`src/rtl/game_flow_ctrl.sv`:
```
// Song-lifecycle sequencer: drives chart ROM address, queue shift/blank/clear and judge enable from beat_tick.
// Latency: every output is registered, one cycle after the qualifying input. Backpressure: none; every beat_tick is acted on.
// Optional pause state and its save register are built only when GAME_PAUSE_EN is defined.
module game_flow_ctrl #(
    parameter int COUNTDOWN_BEATS = 4,
    parameter int DRAIN_BEATS     = 16,
    parameter int ADDR_W          = 12,
    parameter int CHART_LEN       = 4096
) (
    input  logic              clk,
    input  logic              rst,
    input  logic              beat_tick,
    input  logic              start_pulse,
    input  logic              pause_pulse,
    output logic [ADDR_W-1:0] chart_addr,
    output logic              shift_pulse,
    output logic              feed_blank,
    output logic              clear_pulse,
    output logic              judge_en,
    output logic [3:0]        countdown,
    output logic [2:0]        state,
    output logic              done
);

    typedef enum logic [2:0] {
        S_IDLE      = 3'd0,
        S_COUNTDOWN = 3'd1,
        S_PLAY      = 3'd2,
        S_DRAIN     = 3'd3,
        S_PAUSE     = 3'd4,
        S_DONE      = 3'd5
    } state_t;

    localparam logic [ADDR_W-1:0] LAST_ADDR  = ADDR_W'(CHART_LEN - 1);
    localparam logic [3:0]        CD_INIT    = 4'(COUNTDOWN_BEATS);
    localparam logic [7:0]        DRAIN_INIT = 8'(DRAIN_BEATS);

    state_t     cur;
    logic [7:0] drain_cnt;
    logic       pause_ev;

`ifdef GAME_PAUSE_EN
    // Remembers whether PAUSE was entered from DRAIN (1) or PLAY (0).
    logic       ret_drain;
    assign pause_ev = pause_pulse;
`else
    logic       unused_pause;
    assign unused_pause = pause_pulse;
    assign pause_ev     = 1'b0;
`endif

    assign state = cur;

    always_ff @(posedge clk or posedge rst) begin
        if (rst) begin
            cur         <= S_IDLE;
            chart_addr  <= '0;
            countdown   <= '0;
            drain_cnt   <= '0;
            shift_pulse <= 1'b0;
            clear_pulse <= 1'b0;
            judge_en    <= 1'b0;
            feed_blank  <= 1'b1;
            done        <= 1'b0;
`ifdef GAME_PAUSE_EN
            ret_drain   <= 1'b0;
`endif
        end else begin
            shift_pulse <= 1'b0;
            clear_pulse <= 1'b0;
            if (start_pulse) begin
                // Restart wins over everything; same-cycle tick/pause are dropped.
                cur         <= S_COUNTDOWN;
                countdown   <= CD_INIT;
                chart_addr  <= '0;
                drain_cnt   <= '0;
                clear_pulse <= 1'b1;
                judge_en    <= 1'b0;
                feed_blank  <= 1'b1;
                done        <= 1'b0;
            end else begin
                case (cur)
                    S_IDLE: begin
                    end
                    S_COUNTDOWN: begin
                        if (beat_tick) begin
                            if (countdown <= 4'd1) begin
                                cur        <= S_PLAY;
                                countdown  <= '0;
                                judge_en   <= 1'b1;
                                feed_blank <= 1'b0;
                            end else begin
                                countdown <= countdown - 4'd1;
                            end
                        end
                    end
                    S_PLAY: begin
                        if (pause_ev) begin
                            cur      <= S_PAUSE;
                            judge_en <= 1'b0;
`ifdef GAME_PAUSE_EN
                            ret_drain <= 1'b0;
`endif
                        end else if (beat_tick) begin
                            shift_pulse <= 1'b1;
                            // Address saturates at the last entry; the queue then fills with blanks.
                            if (chart_addr == LAST_ADDR) begin
                                cur        <= S_DRAIN;
                                drain_cnt  <= DRAIN_INIT;
                                feed_blank <= 1'b1;
                            end else begin
                                chart_addr <= chart_addr + 1'b1;
                            end
                        end
                    end
                    S_DRAIN: begin
                        if (pause_ev) begin
                            cur      <= S_PAUSE;
                            judge_en <= 1'b0;
`ifdef GAME_PAUSE_EN
                            ret_drain <= 1'b1;
`endif
                        end else if (beat_tick) begin
                            shift_pulse <= 1'b1;
                            if (drain_cnt <= 8'd1) begin
                                cur       <= S_DONE;
                                drain_cnt <= '0;
                                judge_en  <= 1'b0;
                                done      <= 1'b1;
                            end else begin
                                drain_cnt <= drain_cnt - 8'd1;
                            end
                        end
                    end
`ifdef GAME_PAUSE_EN
                    S_PAUSE: begin
                        // Counters and feed_blank are untouched while paused.
                        if (pause_ev) begin
                            cur      <= ret_drain ? S_DRAIN : S_PLAY;
                            judge_en <= 1'b1;
                        end
                    end
`endif
                    S_DONE: begin
                    end
                    default: begin
                        cur         <= S_IDLE;
                        chart_addr  <= '0;
                        countdown   <= '0;
                        drain_cnt   <= '0;
                        judge_en    <= 1'b0;
                        feed_blank  <= 1'b1;
                        done        <= 1'b0;
                    end
                endcase
            end
        end
    end

endmodule

```
`config.mk`:
```
export PLATFORM = sky130hd
export DESIGN_NAME = game_flow_ctrl
export DESIGN_NICKNAME = d
export VERILOG_FILES = /design/src/rtl/game_flow_ctrl.sv
export SDC_FILE = /design/constraint.sdc
export NUM_CORES = 1
export LEC_CHECK = 0
export CAP_MARGIN = 20
export CELL_PAD_IN_SITES_DETAIL_PLACEMENT = 1
export CELL_PAD_IN_SITES_GLOBAL_PLACEMENT = 1
export CORE_UTILIZATION = 45
export DETAILED_ROUTE_END_ITERATION = 10
export GPL_TIMING_DRIVEN = 0
export PLACE_DENSITY = 0.95
export SLEW_MARGIN = 5
export SYNTH_ARGS = -nofsm -noshare
export SYNTH_HDL_FRONTEND = slang
export SYNTH_SLANG_ARGS = --single-unit
```
`constraint.sdc`:
```
create_clock -name clk -period 4.9 [get_ports clk]
set_clock_uncertainty 0.15 [all_clocks]
set_input_delay 0.735 -clock clk [delete_from_list [all_inputs] [get_ports clk]]
set_output_delay 0.735 -clock clk [all_outputs]
set_load 0.1 [all_outputs]
```
# After elaboration in Yosys (flattened, before gate mapping)
# Index checks and enable logic that the tools add are counted.
[word_totals]
ff_bits = 32
inputBits = 5
wordCells = 91
[classes]
reduce_logical = 16
eq_ne = 19
n_lt_le_gt_ge = 2
n_addsub = 3
n_mux = 42
[op_table]
columns = ["op", "n"]
rows = [
  ["8-bit 2-to-1 mux", 5],
  ["12-bit 2-to-1 mux", 3],
  ["12-bit case mux with 2 select lines", 1],
  ["8-bit case mux with 3 select lines", 1],
  ["3-bit 2-to-1 mux", 7],
  ["3-bit != test, second input constant", 7],
  ["1-bit 2-to-1 mux", 17],
  ["2-bit by 1-bit != test with 1-bit output, second input constant", 7],
  ["12-bit by 1-bit adder with 12-bit output, second input constant", 1],
  ["12-bit equality test, second input constant", 1],
  ["4-bit 2-to-1 mux", 3],
  ["3-bit case mux with 4 select lines", 1],
  ["4-bit OR reduction", 3],
  ["5-bit AND reduction", 2],
  ["3-bit OR reduction", 3],
  ["8-bit by 1-bit less-or-equal comparator with 1-bit output, second input constant", 1],
  ["4-bit case mux with 2 select lines", 1],
  ["8-bit by 1-bit subtractor with 8-bit output, second input constant", 1],
  ["7-bit AND reduction", 1],
  ["3-bit by 2-bit equality test with 1-bit output, second input constant", 2],
  ["1-bit case mux with 3 select lines", 2],
  ["3-bit AND reduction", 2],
  ["4-bit by 1-bit less-or-equal comparator with 1-bit output, second input constant", 1],
  ["4-bit AND reduction", 1],
  ["7 further kinds", 8],
]

# Logic depth before layout (Yosys ltp)
# Gate-level depths: netlist (run 1).
[depth]
ltp_word = 5
depth_mapped = 7

# Least setup slack after synthesis (run 1)
# Ideal clock, no wire load.
[synth_path]
path_type = "reg-to-reg"
start = "reg chart_addr[0]"
end = "reg drain_cnt[2]"
path_stages_with_launch = 6
required_time_ps = 4629
setup_slack_ps = 2152
synth_period_minus_slack_ps = 2748
t_arrival_ps = 2477
setup_ps = 121
cell_sequence = "dfrtp_1 -> ha_1 -> nand4_2 -> o41ai_4 -> o211ai_1 -> a22o_1"
[synth_between]
elab_chain_cells = 3
[synth_lines]
columns = ["item", "line_no", "text"]
rows = [
  ["start: declaration", "15", "output logic [ADDR_W-1:0] chart_addr,"],
  ["start signal: assignment", "112", "chart_addr <= chart_addr + 1'b1;"],
  ["12-bit equality test", "107", "if (chart_addr == LAST_ADDR) begin"],
  ["3-bit != test (no line)", "-", ""],
  ["4-bit AND reduction (no line)", "-", ""],
  ["end signal: assignment", "131", "drain_cnt <= drain_cnt - 8'd1;"],
  ["end: declaration", "39", "logic [7:0] drain_cnt;"],
]
# Every way passes these cells.
# A chain may end at the register's enable or synchronous reset.

# Final worst setup path (run 1)
[layout_path]
start = "in start_pulse"
end = "reg judge_en"
[layout_between]
elab_chain_cells = 2
word_cells_on_any_way = 7
classes_between = "eq/ne: 5; mux: 1; reduce/logical: 1"
[layout_lines]
columns = ["item", "line_no", "text"]
rows = [
  ["start: declaration", "13", "input logic start_pulse,"],
  ["3-bit != test (no line) / 2-bit by 1-bit != test with 1-bit output (equally long branches)", "-", ""],
  ["5-bit AND reduction (no line)", "-", ""],
  ["end signal: assignment", "62", "judge_en <= 1'b0;"],
  ["end signal: assignment", "78", "judge_en <= 1'b0;"],
  ["end signal: assignment", "90", "judge_en <= 1'b1;"],
  ["end: declaration", "19", "output logic judge_en,"],
]
# Parallel ways exist; a longest one is shown, timed or not.

==> summary.md, run 1 <==
| Metric | Value |
|---|---|
| Worst vdd ir | 0.361 mV |
| Vias | 1893 |
| Worst endpoint data arrival time | 3.05 ns |
| Rel. slew slack | 34.0% |
| PortBufs | 26 |
| HPWL after DPL | 3970 µm |
| Number of synthesized flops with an enable pin | 0 |
| Post-cts sizing count | 0 |
| Layout cell share with drive strength beyond 1 | 12.7% |
| Ys async rst share | 100% |
| Final Cycle Share | 61.8% |
| Final Hold Violating Endpoints | 0 |
| Overall global routing resource usage | 27.0% |
| Post-Synth XOR/XNOR Area | 0% |
| CTS buffer count | 5 |
| Max Fclk | 0.330 GHz |
| Setup TNS | 0 ns |
| Synth Area in Adders | 3.10% |
| Clock root cell | clkbuf_8 |
| Commonest non-fill, non-tap cell in the layout | dfrtp_1 |
| Largest net degree at the start of global routing | 20 |
| Syn Area/Cell | 9.60 µm² |
| GP Congestion | 0.786 |
| Clock Sinks | 32 |
| Worst Setup Path Type | in -> reg |
| Unrepaired setup endpoints after global routing | no |
| Die ar. | 0.00475 mm² |
| Final min period | 3.03 ns |
| First-pass GRT wire length | 9420 µm |
| Layout net count | 254 |
| Vias in the first global route | 1896 |
| Total power | 1.12 mW |
| Hold-fix buffers, CTS | 0 |
| Synth Area in Compound Gates | 27.0% |
| Cells after Synth | 210 |
| I/O pins | 29 |
| Power per Cell Area | 457 mW/mm² |
| Status | finished clean |
| CP max FO | 9 |
| DR pass1 iterations | 4 |
| Synth warn | 0 |
| Clk Latency, worst-skew pair | 0.29 ns |
| Post-CTS Setup Bufs | 0 |
| DRC viols | 0 |
| ANT nets after route | 0 |
| Design Area, Final | 0.00246 mm² |
| Leakage | 0.990 nW |
| Distinct cell type count after synthesis | 56 |
| Grt total ovfl | 0 |
| Max Cap Violations | 0 |
| Initial antenna violation count | 0 |
| Most used DFF post-synth | dfrtp_1 |
| Nature of the critical path endpoint | flip-flop |
| Die width | 68.9 µm |
| Initial core utilization | 48.6% |
| # fillers | 491 |
| Dpl cell area | 0.00237 mm² |
| Main combinational cell family by area after synthesis | compound AO/OA/AOI/OAI gates |
| Chip Height | 68.9 µm |
| Cell Area, Synth | 0.00202 mm² |
| Final Setup Violations | 0 |
| Slew @ Worst Pin | 0.986 ns |
| Initial DRC Count | 80 |
| ANT cells | 0 |
| Htree depth | 2 |
| Vias per cell | 6.42 |
| Core Rows | 23 |
| Maximum root-to-sink buffer count | 2 |
| Register area share after synthesis | 39.8% |
| Most frequent cells in the layout | dfrtp_1, clkdlybuf4s50_1, nand2_1 |
| CTS tree | built |
| Worst Hold Class | reg -> reg |
| Final hold slack | 0.341 ns |
| Clk slew on worst S/H paths | 0.06 ns |
| Detailed Route WL | 5620 µm |
| Reg2reg setup slack | 2.55 ns |
| Post-synthesis mux area share | 0.993% |
| Worst path required time | 4.92 ns |
| Critical Path Source Type | input pin |
| Layout area overhead | 22.0% |
| Slew Viols, Final | 0 |
| Net count after synthesis | 220 |
| Synth Register Bits | 32 |
| Fraction of the mapped netlist area in simple logic gates | 25.4% |
| WL per Instance | 19.1 µm |
| Core area | 0.00414 mm² |
cell type report:
| type | instances | area [µm²] | share of cell area [%] |
|---|---|---|---|
| inverters | 7 | 26.3 | 1.07 |
| multi-input cells | 160 | 1140 | 46.3 |
| clock inverters | 2 | 10.0 | 0.407 |
| clock buffers | 6 | 82.6 | 3.36 |
| plain buffers | 11 | 48.8 | 1.98 |
| flip-flops and latches | 32 | 802 | 32.6 |
| well taps | 50 | 62.6 | 2.54 |
| repair buffers | 27 | 288 | 11.7 |
path summary, 6_finish.rpt:
kind | startpoint | end | depth (start not counted)
worst min-delay path | feed_blank | feed_blank | 2
worst max register to register | state[1] | judge_en | 4
worst min register to register | feed_blank | feed_blank | 2
max in group asynchronous | rst | chart_addr[8] | 3
min in group asynchronous | rst | countdown[1] | 2
worst max-delay path | start_pulse | judge_en | 5
layer usage:
metal  part of all wire, %  up-vias  track usage [%]
met5                     0        -                0
met4                   1.5        0             8.93
met3                   2.9       10             5.59
met2                    52       36             46.4
met1                    44      962             33.5
li1                      -      885                -
synth_stat cells, types with 3 or more instances:
cell type | n | share of area [%]
nand2_1 | 15 | 2.8
clkbuf_1 | 5 | 0.93
inv_1 | 7 | 1.3
a22o_1 | 4 | 1.7
o31ai_1 | 13 | 4.8
a21oi_1 | 8 | 2.0
nor4_1 | 4 | 1.2
ha_1 | 5 | 3.1
o21ai_0 | 12 | 3.0
nand3_1 | 7 | 1.7
nand2b_1 | 7 | 2.2
nor2b_1 | 3 | 0.93
nor3_1 | 8 | 2.0
a21boi_0 | 3 | 1.1
or4_1 | 4 | 1.5
dfrtp_1 | 31 | 38
nor2_1 | 8 | 1.5
and2_1 | 3 | 0.93
o211ai_1 | 7 | 2.6
buf_2 | 6 | 1.5
state kept, by name (all words and copies together), names as in the netlist:
name,cells
feed_blank,1
chart_addr,12
countdown,4
judge_en,1
shift_pulse,1
clear_pulse,1
state,3
done,1
drain_cnt,8
per-stage QoR:
stage	std cells	util [%]	setup WS, ns
floorplan	210	-	2.15
global placement	286	56.4	1.71
detailed placement	287	57.1	1.62
CTS	295	59.3	1.92
global route	295	59.3	1.74
finish	295	59.3	1.87
worst max-delay path: stages:
cell and delay (ns):
clkdlybuf4s50_1 0.61, or4b_2 0.77, a21oi_1 0.52, a2111oi_0 0.16, o22a_1 0.24
power by group:
group          switching [mW]  internal (mW)  total [mW]
sequential             0.0400          0.300       0.340
clock                   0.104          0.112       0.216
combinational           0.400          0.167       0.567
logic make-up (layout without fill, tap and decap cells):
group | Yosys count | in the layout
multiplexers | 2 | 2
AND/OR/NAND/NOR | 83 | 83
flip-flops | 32 | 32
adder cells (fa/ha/maj) | 5 | 5
AO/OA/AOI/OAI | 70 | 70
buffers and inverters | 18 | 53
Power figures use the tool's default switching activity.
==> run 2: changes to the inputs <==
--- a/config.mk
+++ b/config.mk
@@ -8,10 +8,10 @@
 export CAP_MARGIN = 20
 export CELL_PAD_IN_SITES_DETAIL_PLACEMENT = 1
 export CELL_PAD_IN_SITES_GLOBAL_PLACEMENT = 1
-export CORE_UTILIZATION = 45
+export CORE_UTILIZATION = 42
 export DETAILED_ROUTE_END_ITERATION = 10
 export GPL_TIMING_DRIVEN = 0
-export PLACE_DENSITY = 0.95
+export PLACE_DENSITY = 0.9
 export SLEW_MARGIN = 5
 export SYNTH_ARGS = -nofsm -noshare
 export SYNTH_HDL_FRONTEND = slang
==> constraint.sdc (replaced) <==
create_clock -name clk -period 3 [get_ports clk]
set_clock_uncertainty 0.15 [all_clocks]
set_input_delay 0.45 -clock clk [delete_from_list [all_inputs] [get_ports clk]]
set_output_delay 0.45 -clock clk [all_outputs]
set_load 0.1 [all_outputs]
==> summary.md, run 2 (same netlist as run 1, synthesis figures left out) <==
| Metric | Value |
|---|---|
| Grt met1 use | 31.0% |
| CTS tree | built |
| Max Cap Violations | 0 |
| Critical Path Source Type | input pin |
| HPWL after DPL | 3870 µm |
| Clock root cell | clkbuf_8 |
| Top delay family on crit path | compound AO/OA/AOI/OAI gates |
| WL per Instance | 18.8 µm |
| Overall global routing resource usage | 23.7% |
| PortBufs | 26 |
| Final core occ | 55.0% |
| Hold-fix buffers, CTS | 0 |
| GRT busiest layer | met2 |
| Top Registers | chart_addr x12, drain_cnt x8, countdown x4 |
| Hold Path Origin | feed_blank |
| Clock Sinks | 32 |
| Critical path buffer and inverter count | 1 |
| Unrepaired setup endpoints after global routing | no |
| ANT cells | 0 |
| Initial DRC Count | 103 |
| Failing checks | design-rule violations |
| Clk Latency, worst-skew pair | 0.29 ns |
| Worst Hold Class | reg -> reg |
| GR Util met2 | 40.4% |
| Vias per cell | 6.28 |
| Final Cycle Share | 91.6% |
| First-pass GRT wire length | 9360 µm |
| DRC viols | 2 |
| Clk slew on worst S/H paths | 0.07 ns |
| Post-CTS Setup Bufs | 0 |
| Slew Viols, Final | 0 |
| Core area | 0.00447 mm² |
| GP Congestion | 0.776 |
| Status | complete, but fails checks |
| Vias in the first global route | 1901 |
| Slew @ Worst Pin | 0.972 ns |
| Top reg by flops | chart_addr |
| CP max FO | 9 |
| Final min period | 2.75 ns |
| Placed Instances | 289 |
| Layout cell share with drive strength beyond 1 | 12.7% |
| Htree depth | 2 |
| Worst endpoint data arrival time | 2.77 ns |
| Power per Cell Area | 743 mW/mm² |
| Commonest non-fill, non-tap cell in the layout | dfrtp_1 |
| Max reg flops | 12 |
| Initial antenna violation count | 0 |
| Reg2reg setup slack | 0.52 ns |
| Core Rows | 24 |
| Most frequent cells in the layout | dfrtp_1, clkdlybuf4s50_1, nand2_1 |
| Grt total ovfl | 0 |
| Worst setup path startpoint | start_pulse |
| Leakage | 0.990 nW |
| Final Setup Violations | 0 |
| Chip Height | 71.3 µm |
| Vias | 1865 |
| ANT nets after route | 0 |
| Worst vdd ir | 0.503 mV |
| Post-cts sizing count | 0 |
| Post-route insts no fill | 297 |
| I/O pins | 29 |
| Layout area overhead | 22.1% |
| Met3 GRT Util | 3.52% |
| Max Fclk | 0.364 GHz |
| Die width | 71.3 µm |
| RR Startpoint | chart_addr[0] |
| # fillers | 527 |
| CP peak stage delay | 0.78 ns |
| Rel. slew slack | 35.0% |
| Nature of the critical path endpoint | flip-flop |
| Worst path required time | 3.02 ns |
| Initial core utilization | 45.1% |
| Layout net count | 254 |
| Die ar. | 0.00508 mm² |
| Maximum root-to-sink buffer count | 2 |
| Final Hold Violating Endpoints | 0 |
| Total power | 1.83 mW |
| Crit-path slowest cell | or4b_2 |
| Largest net degree at the start of global routing | 21 |
| Worst Setup Path Type | in -> reg |
| DR pass1 iterations | 7 |
| Crit-path cells | clkdlybuf4s50_1, or4b_2, a21oi_1, a2111oi_0, o22a_1 |
| Detailed Route WL | 5570 µm |
| CTS buffer count | 5 |
[run 2: cell counts in the layout (fill, tap and decap cells not counted)]
No cell type changed its count.
[run 2: power breakdown]
group	internal, mW	switching (mW)
combinational	0.272	0.645
clock	0.183	0.175
sequential	0.490	0.0644
[run 2: final timing paths]
kind	endpoint	cells past startpoint
min reg2reg	feed_blank	2
min in group asynchronous	countdown[3]	2
max in group asynchronous	drain_cnt[4]	3
max	judge_en	5
max reg2reg	chart_addr[8]	6
min	feed_blank	2
[run 2: final cells by class]
cell class                 instances  area (µm²)  area share [%]
clock buffer                       6        82.6            3.36
buffer                            11        48.8            1.98
sequential                        32         802            32.6
tap                               52        65.1            2.64
multi-input combinational        160        1140            46.3
timing repair buffer              27         288            11.7
clock inverter                     2        10.0           0.407
inverter                           7        26.3            1.07
[run 2: layer usage]
| metal | routed length [µm] | up-vias |
|---|---|---|
| met5 | 0 | - |
| met4 | 59 | 0 |
| met3 | 138 | 7 |
| met2 | 2750 | 34 |
| met1 | 2630 | 940 |
| li1 | - | 884 |
[run 2: worst min-delay path: stages, from the launching register on]
cell     delay, ns
dfstp_2       0.37
inv_1         0.05
o32ai_2       0.06
[run 2: per-stage QoR]
stage	setup TNS [ns]	hold WS, ns	instance area [µm²]	setup slack (ns)
2_1_floorplan	0	0.331	2020	0.252
3_3_place_gp	0	0.321	2340	0.0278
3_5_place_dp	-0.0190	0.331	2370	-0.0190
4_1_cts	0	0.347	2460	0.265
5_1_grt	0	0.364	2460	0.121
6_report	0	0.339	2460	0.253
